File: config.mk
export PLATFORM = sky130hd
export DESIGN_NAME = fetch_unit
export DESIGN_NICKNAME = d
export VERILOG_FILES = /design/src/rtl/fetch_unit_pkg.sv /design/src/rtl/fetch_skid_buf.sv /design/src/rtl/fetch_unit.sv
export SDC_FILE = /design/constraint.sdc
export NUM_CORES = 1
export LEC_CHECK = 0
export ABC_CLOCK_PERIOD_IN_PS = 3000
export CORE_MARGIN = 3
export CORE_UTILIZATION = 35
export CTS_CLUSTER_SIZE = 25
export DETAILED_ROUTE_END_ITERATION = 10
export PLACE_DENSITY = 0.63
export RECOVER_POWER = 25
export SLEW_MARGIN = 10
export SYNTH_ARGS = -nofsm -noshare
export SYNTH_HDL_FRONTEND = slang
export SYNTH_HIERARCHICAL = 1
export SYNTH_SLANG_ARGS = --single-unit
File: constraint.sdc
create_clock -name clk -period 3 [get_ports clk]
set_input_delay 0.6 -clock clk [delete_from_list [all_inputs] [get_ports clk]]
set_output_delay 0.6 -clock clk [all_outputs]
set_load 0.02 [all_outputs]
File: src/rtl/fetch_unit_pkg.sv
// Shared fetch/decode types: the {pc, instr} entry handed to decode and the
// occupancy states of the fetch output buffer.
package fetch_unit_pkg;

   localparam int INSTR_W = 32;
   localparam logic [INSTR_W-1:0] NOP = 32'h0000_0013;

   typedef struct packed {
      logic [31:0]        pc;
      logic [INSTR_W-1:0] instr;
   } fetch_entry_t;

   typedef enum logic [1:0] {
      BUF_EMPTY = 2'd0,
      BUF_ONE   = 2'd1,
      BUF_FULL  = 2'd2
   } buf_state_e;

   // A PC can be fetched only if it is word-aligned and inside the ROM.
   function automatic logic pc_fetchable(input logic [31:0] pc, input logic [31:0] limit);
      return (pc[1:0] == 2'b00) && (pc < limit);
   endfunction

endpackage

File: src/rtl/fetch_skid_buf.sv
// Two-entry valid/ready buffer of fetch entries; flush empties it in one cycle
// and takes priority over push and pop.
module fetch_skid_buf
   import fetch_unit_pkg::*;
(
   input  logic         clk,
   input  logic         rst_n,
   input  logic         push_i,
   input  fetch_entry_t push_entry_i,
   input  logic         pop_i,
   input  logic         flush_i,
   output logic         valid_o,
   output fetch_entry_t head_o,
   output logic [1:0]   count_o
);

   buf_state_e   state_q, state_d;
   fetch_entry_t head_q, head_d;
   fetch_entry_t tail_q, tail_d;

   always_ff @(posedge clk) begin
      if (!rst_n) begin
         state_q <= BUF_EMPTY;
         // NOTE: the entry registers are reset too, because the head is
         // visible on out_pc/out_instr and must read zero after reset.
         head_q  <= '0;
         tail_q  <= '0;
      end else begin
         state_q <= state_d;
         head_q  <= head_d;
         tail_q  <= tail_d;
      end
   end

   always_comb begin
      // NOTE: every signal gets a hold value first so no path can infer a latch.
      state_d = state_q;
      head_d  = head_q;
      tail_d  = tail_q;
      if (flush_i) begin
         state_d = BUF_EMPTY;
      end else begin
         case (state_q)
            BUF_EMPTY: begin
               if (push_i) begin
                  head_d  = push_entry_i;
                  state_d = BUF_ONE;
               end
            end
            BUF_ONE: begin
               case ({push_i, pop_i})
                  2'b11: head_d = push_entry_i;
                  2'b10: begin
                     tail_d  = push_entry_i;
                     state_d = BUF_FULL;
                  end
                  2'b01: state_d = BUF_EMPTY;
                  default: ;
               endcase
            end
            BUF_FULL: begin
               // Push into a full buffer only happens alongside a pop.
               if (pop_i) begin
                  head_d = tail_q;
                  if (push_i) tail_d = push_entry_i;
                  else        state_d = BUF_ONE;
               end
            end
            default: state_d = BUF_EMPTY;
         endcase
      end
   end

   assign valid_o = (state_q != BUF_EMPTY);
   assign head_o  = head_q;
   assign count_o = state_q;

endmodule

File: src/rtl/fetch_unit.sv
// Instruction fetch: owns the PC, reads the combinational ROM and queues
// {pc, instr} pairs for decode; redirects flush the queue and reload the PC.
module fetch_unit
   import fetch_unit_pkg::*;
#(
   parameter logic [31:0] RESET_PC  = 32'h0000_000C,
   parameter int          ROM_WORDS = 64,
   parameter int          DEPTH     = 2
) (
   input  logic               clk,
   input  logic               rst_n,
   output logic [31:0]        imem_addr,
   input  logic [INSTR_W-1:0] imem_rdata,
   input  logic               redirect_valid,
   input  logic [31:0]        redirect_pc,
   output logic               out_valid,
   input  logic               out_ready,
   output logic [31:0]        out_pc,
   output logic [INSTR_W-1:0] out_instr,
   output logic               fault
);

   localparam logic [31:0] PC_LIMIT = 32'(ROM_WORDS * 4);

   logic [31:0]  pc_q, pc_d;
   logic         fault_q, fault_d;
   logic         in_range;
   logic         has_room;
   logic         push;
   logic         pop;
   logic [1:0]   buf_count;
   fetch_entry_t push_entry;
   fetch_entry_t head;

   assign in_range = (pc_q < PC_LIMIT);
   assign has_room = (int'(buf_count) < DEPTH);
   assign pop      = out_valid & out_ready & ~redirect_valid;
   assign push     = ~fault_q & ~redirect_valid & in_range & (has_room | pop);

   assign push_entry = '{pc: pc_q, instr: imem_rdata};

   always_comb begin
      pc_d    = pc_q;
      fault_d = fault_q;
      if (redirect_valid) begin
         pc_d    = redirect_pc;
         fault_d = ~pc_fetchable(redirect_pc, PC_LIMIT);
      end else if (push) begin
         pc_d = pc_q + 32'd4;
      end else if (!fault_q && !in_range) begin
         // Sequential fetch ran off the end of the ROM; halt until redirected.
         fault_d = 1'b1;
      end
   end

   always_ff @(posedge clk) begin
      if (!rst_n) begin
         pc_q    <= RESET_PC;
         fault_q <= 1'b0;
      end else begin
         pc_q    <= pc_d;
         fault_q <= fault_d;
      end
   end

   fetch_skid_buf u_skid_buf (
      .clk          (clk),
      .rst_n        (rst_n),
      .push_i       (push),
      .push_entry_i (push_entry),
      .pop_i        (pop),
      .flush_i      (redirect_valid),
      .valid_o      (out_valid),
      .head_o       (head),
      .count_o      (buf_count)
   );

   assign imem_addr = pc_q;
   assign out_pc    = head.pc;
   assign out_instr = head.instr;
   assign fault     = fault_q;

endmodule

; ---- Word level (Yosys, flattened, before mapping)
; Index checks and enable logic that the tools add are counted.
[classes]
n_lt_le_gt_ge = 3
add_sub_neg = 1
n_bitwise = 10
n_eq_ne = 13
reduce_logical = 16
muxes = 17
[op_table]
columns = cell, count
row1 = $mux W64, 5
row2 = $pmux W64 S3, 1
row3 = $pmux W64 S2, 1
row4 = $lt A32 B9 Y1 const B, 2
row5 = $mux W32, 2
row6 = $add A32 B3 Y32 const B, 1
row7 = $reduce_and A5 Y1, 2
row8 = $ne A2 B2 Y1 const B, 4
row9 = $reduce_bool A2 Y1, 4
row10 = $eq A2 B2 Y1 const B, 3
row11 = $mux W2, 3
row12 = $ne A2 B1 Y1 const B, 3
row13 = $pmux W2 S3, 1
row14 = $and A1 B1 Y1, 5
row15 = $eq A2 B1 Y1 const B, 2
row16 = $logic_not A2 Y1, 2
row17 = $not A1 Y1, 4
row18 = $pmux W2 S2, 1
row19 = $reduce_and A4 Y1, 1
row20 = $mux W1, 3
row21 = $ne A3 B2 Y1 const B, 1
row22 = $reduce_bool A3 Y1, 1
row23 = $logic_and A1 B1 Y1, 2
row24 = $logic_not A1 Y1, 2
row25 = 4 further kinds, 4
[word_totals]
elab_cells = 67
output_inout_bits = 98
regBits = 163
in_bits = 68

; ---- Longest topological paths before layout
[logic_depth]
depth_word = 8
mapped_depth = 14
depth_no_buf = 9

; ---- Hierarchy
; The synthesis kept the hierarchy.
[by_module_without_submodules]
columns = module, cells_each, seq_area_each_um2, n_inst, area_per_inst_um2
row1 = fetch_skid_buf, 666, 2602.5, 1, 5836.8
row2 = fetch_unit, 146, 660.6, 1, 1526.5

; ---- Worst setup path after synthesis
; Ideal clock, no wire load.
[synth_path]
path_kind = input port to flip-flop
from = input redirect_valid
to = register u_skid_buf/tail_q[47] (netlist name)
t_required_ps = 2926
arrival_time_ps = 2640
cell_stages = 13
setup_time_ps = 74
n_path_buf = 5
slack_ps = 285
cell_sequence = buf_6 -> nand3b_4 -> and2_1 -> clkbuf_1 -> nor3_1 -> ha_1 -> nand3b_1 -> a21oi_2 -> buf_6 -> buf_8 -> buf_6 -> nand3_1 -> o21ai_0
[synth_via]
elab_chain_cells = 7
elab_cells_between_ends = 11
classes_between = 4 x eq/ne / 6 x bitwise / 1 x reduce/logical
[synth_rtl]
columns = element, line_no
row1 = from (decl), fetch_unit.sv:14  ; input logic redirect_valid,
row2 = $not A1 Y1 (no line) (*), -
row3 = $and A1 B1 Y1 (on tied branches), "fetch_unit.sv:38, fetch_unit.sv:37"
row4 = $and A1 B1 Y1 or $or A1 B1 Y1 (tied branches), fetch_unit.sv:38  ; assign push = ~fault_q & ~redirect_valid & in_range & (has_room | pop);
row5 = $and A1 B1 Y1 (*), fetch_unit.sv:38
row6 = net push, fetch_unit.sv:29  ; logic push;
row7 = $eq A2 B2 Y1, fetch_skid_buf.sv:51  ; case ({push_i, pop_i})
row8 = $ne A2 B1 Y1 (no line), -
row9 = $reduce_and A5 Y1 (no line) (*), -
row10 = to (signal assigned), fetch_skid_buf.sv:31  ; tail_q <= tail_d;
row11 = to (decl), fetch_skid_buf.sv:19  ; fetch_entry_t tail_q, tail_d;
; The timed path passes the listed nets; every way through them passes the cells marked *.
; A chain may end at the register's enable or synchronous reset.

; ---- Worst setup path in the final report
[layout_path]
from = input redirect_valid
to = register u_skid_buf.head_q, in the netlist u_skid_buf/head_o[20]
[layout_via]
elab_chain_cells = 7
elab_cells_between_ends = 11
classes_between = 4 x eq/ne / 6 x bitwise / 1 x reduce/logical
[layout_rtl]
columns = element, line_no
row1 = $not A1 Y1 (no line) (*), -
row2 = $and A1 B1 Y1 (on tied branches), "fetch_unit.sv:38, fetch_unit.sv:37"
row3 = $and A1 B1 Y1 or $or A1 B1 Y1 (tied branches), fetch_unit.sv:38
row4 = $and A1 B1 Y1 (*), fetch_unit.sv:38
row5 = net push, fetch_unit.sv:29
row6 = $eq A2 B2 Y1, fetch_skid_buf.sv:51
row7 = $ne A2 B2 Y1 (no line), -
row8 = $reduce_and A5 Y1 (no line) (*), -
row9 = to (signal assigned), fetch_skid_buf.sv:26  ; head_q <= '0;
row10 = to (signal assigned), fetch_skid_buf.sv:30  ; head_q <= head_d;
row11 = to (decl), fetch_skid_buf.sv:18  ; fetch_entry_t head_q, head_d;
; Marked as above.

==> metrics.txt <==
Post-synth EDFFs=0; fin nets=between 1000 and 1500; relative slew slack=0.482; leading area contributor after synthesis=dfxtp_1; Syn Area/Cell=about 9.1 µm²; chip width=approximately 150 µm; Yosys top cell area share=0.443; Final Max Tran Viols=0; arrival time worst endpoint=between 3 and 4 ns; Critical Path Fanout Max=39; IO Pins=166; Final Hold Viols=0; Final period util=0.921; CP required=3.34 ns; Initial Util=0.360; worst slack on hold paths=between 0.4 and 0.5 ns; Mapped Area=approximately 7400 µm²; CTS buffer count=17; Clk pin slew, worst setup/hold paths=roughly 0.06 ns; die area=about 23000 µm²; 1st-pass router iterations=5; setup_tns=0 ns; total wire length=~19 mm; Worst Max-Slew Pin Slew=roughly 0.78 ns; setup ws final=0.236 ns; Pwr Total=approximately 5 mW; Pleak=3.62 nW; number of hold buffers added after cts=0; worst vdd rail ir drop=approximately 0.00035 V; post-CTS resize count=0; later-pin clock latency in the skew report=between 0.4 and 0.5 ns; largest net degree at the start of global routing=roughly 130; Area growth syn-to-layout=34.0%; share of layout cells above drive strength 1=0.0817; H-tree depth=4; crit path kind=in2reg; status=completed; Mapped Cells=812; first-pass GRT wire length=about 30 mm; dpl ws=-0.179 ns; syn nets=884; Die H=about 150 µm; 1st-iter DRT viols=between 300 and 400; total number of vias=~6200; placer congestion estimate=~0.83; top cells by area, synth=dfxtp_1 (44%), mux2i_1 (9.5%), nand2_1 (6.8%), o211ai_1 (6.5%), nand2b_1 (5.4%); Synth cell types=between 50 and 60; post-synthesis sequential area ratio=0.443; synthesized flop and latch total=approximately 160; RSZ-0062 raised after global routing=no; Total Routing Usage GR=0.164; Fin Clk Skew=around 0.0080 ns; Power Dens Cells=505 nW/µm²; Port-buffer cells=approximately 170; CTS tree=yes; Synth Warn #=6; Core Rows=52; clk root buf=clkbuf_16; endpoint class of the critical path=flop; initial antenna violation count=1; Remaining Overflow, GRT=0; fmax=362 MHz; hold crit path type=reg2reg; main flop type after synthesis=dfxtp_1; Max-Cap Viols=0; DR WL/cell=approximately 15 µm; Core Box Area=~20000 µm²; Vias/cell=4.97; Setup violations, final=0; DRC=0; Bufs on Longest Clock Path=2; vias in the first global route=5572; antenna-violating nets left=0; # clock sinks=between 150 and 200; minimum clock period=between 2 and 3 ns; asr flop ratio synth=0; Worst setup SP type=input pin; post-CTS setup buffers=0; dpl hpwl=about 13 mm
## cell type report
class                      count  area [µm²]
antenna                        1        2.50
clock buffer                  17         425
clock inverter                15         194
fill                        1991       10600
inverter                       7        26.3
multi-input combinational    566        3630
sequential                   163        3260
tap                          270         338
timing repair buffer         199        1990
## where the power goes
part / total [mW] / switching, mW / internal (mW)
clock: 2.31 / 0.968 / 1.34
combinational: 0.441 / 0.214 / 0.227
sequential: 2.23 / 0.0415 / 2.19
## final timing paths
check	to	startpoint	cells past startpoint	slack, ns
setup / recovery	u_skid_buf/head_o[20]	redirect_valid	10	0.24
hold / removal	u_skid_buf/tail_q[54]	u_skid_buf/tail_q[54]	2	0.45
setup reg to reg	u_skid_buf/head_o[20]	imem_addr[11]	9	0.39
hold reg to reg	u_skid_buf/tail_q[54]	u_skid_buf/tail_q[54]	2	0.45
## routing by layer
metal | global-route usage | vias to the layer above | wire [µm]
li1 | - | 3173 | -
met2 | 0.246 | 125 | 8480
met1 | 0.232 | 2819 | 9050
met5 | 0 | - | 20
met4 | 0.0635 | 2 | 400
met3 | 0.0353 | 34 | 821
## layout by cell type, fill, tap and decap left out, types with 3 or more instances in the layout
cell type          n
bufinv_16          3
nor3_1             4
nor2_1             7
nand2b_1          64
buf_12             7
o211ai_1          64
mux2i_1           70
a22o_1            21
buf_4             25
nand3b_1           3
nor4_1            10
nor4_2             3
nor4_4             3
inv_1              6
clkdlybuf4s50_1  110
a311oi_1           4
o21ai_0           57
nor2b_1            3
nand2_1          134
inv_6              6
nand3_1           67
dlygate4sd3_1     54
and3_1             3
dfxtp_1          163
ha_1               4
o21ai_1            8
or2b_1             3
clkbuf_16         17
## through the flow
stage,cells,cell area [µm²],util
floorplan,812,7360,-
global placement,1205,9260,0.453
detailed placement,1205,9260,0.453
CTS,1237,9870,0.483
global route,1237,9870,0.483
finish,1238,9870,0.483
## synth_stat cells, drive strengths merged, types with 3 or more instances
| library cell | number |
|---|---|
| nand2b | 65 |
| o211ai | 64 |
| or2b | 3 |
| clkbuf | 40 |
| dfxtp | 163 |
| and3 | 3 |
| a22o | 21 |
| nor2 | 7 |
| ha | 4 |
| inv | 6 |
| nand3b | 4 |
| buf | 36 |
| a311oi | 5 |
| nor4 | 16 |
| nand3 | 67 |
| nor2b | 3 |
| a21oi | 3 |
| nor3 | 5 |
| nand4 | 3 |
| o21ai | 65 |
| mux2i | 70 |
| nand2 | 134 |
## registers in the layout, summed over array words and instances (netlist names)
signal              count
u_skid_buf/head_o      64
imem_addr              32
u_skid_buf/tail_q      64
u_skid_buf/count_o      2
fault                   1
## critical path, stage by stage
cell and delay (ns):
clkdlybuf4s50_1 0.54, nor4_4 0.26, nand4_4 0.13, nor3_1 0.30, buf_4 0.19, ha_1 0.16, a211oi_2 0.08, nor3_4 0.25
buf_12 0.34, mux2i_1 0.22
## cell families (layout without fill, tap and decap cells)
family,count (synthesis),count (layout),synth area share
AOI/OAI and AO/OA,171,171,0.159
adders and majority gates,4,4,0.00680
buffers and inverters,83,238,0.0658
DFF,163,163,0.443
muxes,70,70,0.0952
other,0,1,0
and+or+nand+nor,321,321,0.230
Power figures use the tool's default switching activity.
